==> src/rtl/seq_detector_param.sv <==
// Serial pattern detector (Mealy): z flags the completing bit in the same cycle, z_q one cycle later.
// No backpressure: a bit is consumed on every en=1 edge; clear outranks en; match counter saturates.
module seq_detector_param #(
  parameter int               PAT_W   = 4,
  parameter logic [PAT_W-1:0] PATTERN = 4'b1101,
  parameter int               CNT_W   = 8
) (
  input  logic             clk,
  input  logic             rstn,
  input  logic             en,
  input  logic             x,
  input  logic             overlap,
  input  logic             clear,
  output logic             z,
  output logic             z_q,
  output logic [CNT_W-1:0] match_count,
  output logic             count_sat
);

  localparam int SW = $clog2(PAT_W);
  localparam int NS = 1 << SW;

  if (PAT_W < 2 || PAT_W > 16) begin : g_bad_pat_w
    $error("seq_detector_param: PAT_W must be in 2..16");
  end
  if (CNT_W < 1 || CNT_W > 32) begin : g_bad_cnt_w
    $error("seq_detector_param: CNT_W must be in 1..32");
  end

  // Longest suffix of (matched prefix of length s, then bit b) that is a proper prefix of PATTERN.
  function automatic int kmp_next(input int s, input int b);
    int best;
    int lim;
    int si;
    int sbit;
    logic ok;
    best = 0;
    if (s < PAT_W) begin
      lim = (s + 1 < PAT_W - 1) ? s + 1 : PAT_W - 1;
      for (int k = 1; k <= lim; k++) begin
        ok = 1'b1;
        for (int j = 0; j < k; j++) begin
          si   = s + 1 - k + j;
          sbit = (si == s) ? b : int'(PATTERN[PAT_W-1-si]);
          if (sbit != int'(PATTERN[PAT_W-1-j])) ok = 1'b0;
        end
        if (ok) best = k;
      end
    end
    return best;
  endfunction

  localparam logic [SW-1:0]    LAST    = SW'(PAT_W - 1);
  localparam logic [SW-1:0]    BORDER  = SW'(kmp_next(PAT_W - 1, int'(PATTERN[0])));
  localparam logic [CNT_W-1:0] CNT_MAX = CNT_W'((64'd1 << CNT_W) - 64'd1);
  localparam logic [CNT_W-1:0] CNT_PRE = CNT_W'((64'd1 << CNT_W) - 64'd2);

  logic [SW-1:0] tbl0 [NS];
  logic [SW-1:0] tbl1 [NS];
  logic [SW-1:0] state_q;
  logic [SW-1:0] state_d;

  for (genvar g = 0; g < NS; g++) begin : g_tbl
    assign tbl0[g] = SW'(kmp_next(g, 0));
    assign tbl1[g] = SW'(kmp_next(g, 1));
  end

  always_ff @(posedge clk or negedge rstn) begin
    if (!rstn) begin
      state_q <= '0;
    end else begin
      state_q <= state_d;
    end
  end

  always_comb begin
    z       = en & ~clear & (state_q == LAST) & (x == PATTERN[0]);
    state_d = state_q;
    if (clear) begin
      state_d = '0;
    end else if (en) begin
      if (z) begin
        state_d = overlap ? BORDER : '0;
      end else begin
        state_d = x ? tbl1[state_q] : tbl0[state_q];
      end
    end
  end

  // Counter stops at all-ones; the sat flag latches on the edge it gets there.
  always_ff @(posedge clk or negedge rstn) begin
    if (!rstn) begin
      z_q         <= 1'b0;
      match_count <= '0;
      count_sat   <= 1'b0;
    end else begin
      z_q <= z;
      if (clear) begin
        match_count <= '0;
        count_sat   <= 1'b0;
      end else if (z && match_count != CNT_MAX) begin
        match_count <= match_count + CNT_W'(1);
        if (match_count == CNT_PRE) count_sat <= 1'b1;
      end
    end
  end

endmodule

==> config.mk <==
export PLATFORM = sky130hd
export DESIGN_NAME = seq_detector_param
export DESIGN_NICKNAME = d
export VERILOG_FILES = /design/src/rtl/seq_detector_param.sv
export SDC_FILE = /design/constraint.sdc
export NUM_CORES = 1
export LEC_CHECK = 0
export CAP_MARGIN = 40
export CORE_UTILIZATION = 31
export CTS_CLUSTER_SIZE = 20
export DETAILED_ROUTE_END_ITERATION = 10
export GPL_ROUTABILITY_DRIVEN = 0
export SETUP_SLACK_MARGIN = 0.05
export SLEW_MARGIN = 0
export SYNTH_ARGS = -nofsm -noshare
export SYNTH_HDL_FRONTEND = slang
export SYNTH_SLANG_ARGS = --single-unit
==> constraint.sdc <==
create_clock -name clk -period 1.77 [get_ports clk]
set_clock_uncertainty 0.05 [all_clocks]
set_input_delay 0.354 -clock clk [delete_from_list [all_inputs] [get_ports clk]]
set_output_delay 0.354 -clock clk [all_outputs]
set_load 0.01 [all_outputs]
==> results.yml <==
pwr:
  leakage_nw: 0.4396
  switching_share_pct: 23.54
  internal_power_mw: 0.3843
  ir_drop_uv: 318.9
  seq_power_share_pct: 55.6
  finalPower_mw: 0.5026
  combinationalPowerShare_pct: 10.8
  powerDensity_nw_per_um2: 476.0
  clkPwrFrac_pct: 33.6
  power_switching_mw: 0.1183
timing:
  worst_pin_slew_ps: 553.2
  hold_slack_ps: 378.1
  fin_crit_ps: 1701
  hold_violations: 0
  setup_tns_ps: 0
  rsz0062_at_grt: "yes"
  period_share_pct: 96.08
  setup_violations: 0
  timing.final.ws_setup_ps: 69.35
  drv_slew: 0
  timing.fmax_ghz: 0.5880
  slew_headroom_pct: 63.01
worst_setup_path:
  path_max_fanout: 2
  rr_worst_depth: 6
  crit_required_ps: 1370
  criticalPathCategory: "in -> out"
  cp-start-kind: "input port"
  cp-end-kind: "output pin"
  cp.arrival_ps: 1300
synthesis:
  yosysWarnings: 0
  synth-seq-cells: 12
  syn_area_um2: 755.7
  syn_area_per_cell_um2: 10.08
  synthesis.nets: 86
  ys_types: 27
  synthCells: 75
  yosysSeqAreaShare_pct: 39.74
cts:
  clock-sinks: 12
  clock_tree.buffer_depth: 2
  cts_tree: "yes"
  clk_pin_slew_ps: 80
  clk_latency_ps: 280
  cts_root_buf: "clkbuf_4"
  htreeDepth: 1
  cts_buffers: 3
placement:
  placed_cell_area_um2: 984.7
  dpl_worst_slack_ps: -254.3
  hpwl_um: 1187
  io_buffers: 16
floorplan:
  pin_count: 17
  die_height_um: 51.38
  fp.coreArea_um2: 2255
  die-area_um2: 2639
  die_w_um: 51.38
  core.rowCount: 17
  start_util_pct: 33.52
global_routing:
  grt_pass1_vias: 585
  grt-ovfl-total: 0
  grtUsageTotal_pct: 13.97
  grt_max_degree: 13
  grt_pass1_wl_um: 2697
  antenna_found_initial: 0
route:
  antenna_left: 0
  wl_per_cell_um: 12.89
  drt-initial-drc-count: 8
  viasPerCell: 5.156
  drc: 0
  firstDrtPassIters: 5
  routed_wl_um: 1650
  vias: 660
layout:
  post-route-cell-area_um2: 1056
  fin_nets: 113
  antenna_cells: 0
  mostFrequentLayoutCells: "clkdlybuf4s50_1, nor2_1, buf_4"
  mostFrequentLayoutCell: "clkdlybuf4s50_1"
  area.growth.synth_to_final_pct: 39.73
  drive_above_1_share_pct: 25.00
status:
  status: "finished clean"
hold_path:
  hold_path.class: "in -> async"
job:
  cap_violations: 0
-- cell families (layout without fill, tap and decap cells) --
group | count (synthesis) | in the layout | synth area share (%)
and+or+nand+nor | 32 | 32 | 23.84
AOI/OAI and AO/OA | 12 | 12 | 15.56
DFF | 12 | 12 | 39.74
buffers and inverters | 9 | 34 | 6.456
adders and majority gates | 5 | 5 | 8.278
xor gates and xnor gates | 3 | 3 | 3.477
muxes | 2 | 2 | 2.649
-- worst paths after layout --
check	start	endpoint	slack [ps]
setup / recovery	clear	z	70
hold / removal	rstn	count_sat	380
setup reg to reg	state_q[0]	match_count[7]	80
hold reg to reg	count_sat	count_sat	470
max in group asynchronous	rstn	match_count[4]	880
min in group clk	count_sat	count_sat	470
-- per-stage QoR --
stage	cells	utilization [%]
CTS	128	45.23
global route	128	46.84
floorplan	75	-
detailed placement	124	43.67
global placement	124	43.67
finish	128	46.84
-- sequential cells by signal, summed over array words and instances (netlist names) --
| register | flops |
|---|---|
| count_sat | 1 |
| match_count | 8 |
| state_q | 2 |
| z_q | 1 |
-- critical path, stage by stage --
cell	delay, ps
clkdlybuf4s50_1	410
nand4b_2	240
inv_2	80
clkdlybuf4s15_2	210
-- area by class of cell --
type,count,area (um^2)
Inverter,6,22.52
Tap cell,28,35.03
Fill cell,242,1199
Clock buffer,3,22.52
Sequential cell,12,305.3
Multi-Input combinational cell,54,439.2
Timing Repair Buffer,25,231.5
-- routing by layer --
metal  vias up  share of wire, %  global-route usage, %
li1        319                 -                      -
met1       322                45                  18.03
met2        17                51                  22.08
met3         2               3.9                  5.357
met4         0              0.12                  2.703
met5         -                 0                      0
-- power groups by stage --
stage               logic (mW)  registers [mW]  clock network, mW
detailed placement      0.0516           0.285                  0
finish                  0.0543           0.279              0.169
global route            0.0596           0.280              0.187
floorplan               0.0189           0.286                  0
CTS                     0.0547           0.279              0.173
global placement        0.0503           0.285                  0
-- what timing repair did --
item,CTS,global route
pin swaps,0,0
endpoints found under the setup margin,2,8
hold endpoints to repair,0,0
hold buffers,0,0
gates resized for setup,5,8
setup buffers,1,0
-- cells in the mapped netlist --
cell	count	area share, %
a211oi_1	1	0.99
nor4_2	1	1.7
dfrtp_1	12	40
nand2_1	6	3.0
clkbuf_1	1	0.50
a311oi_1	1	1.2
a21oi_1	3	2.0
inv_1	6	3.0
and3_1	1	0.83
ha_1	5	8.3
nor2_1	10	5.0
nand2b_1	3	2.5
a2111oi_0	1	1.2
a31oi_2	1	1.7
buf_6	2	3.0
a31oi_1	2	1.7
a2111oi_2	1	2.0
nand3b_1	2	2.0
mux2i_1	2	2.6
a2111oi_4	1	3.6
and2_1	2	1.7
xnor2_1	3	3.5
nor4b_2	1	2.0
nor3_1	3	2.0
a311o_1	1	1.3
nand3_1	2	1.3
nand4b_2	1	2.0
(Power assumes the default switching activity.)
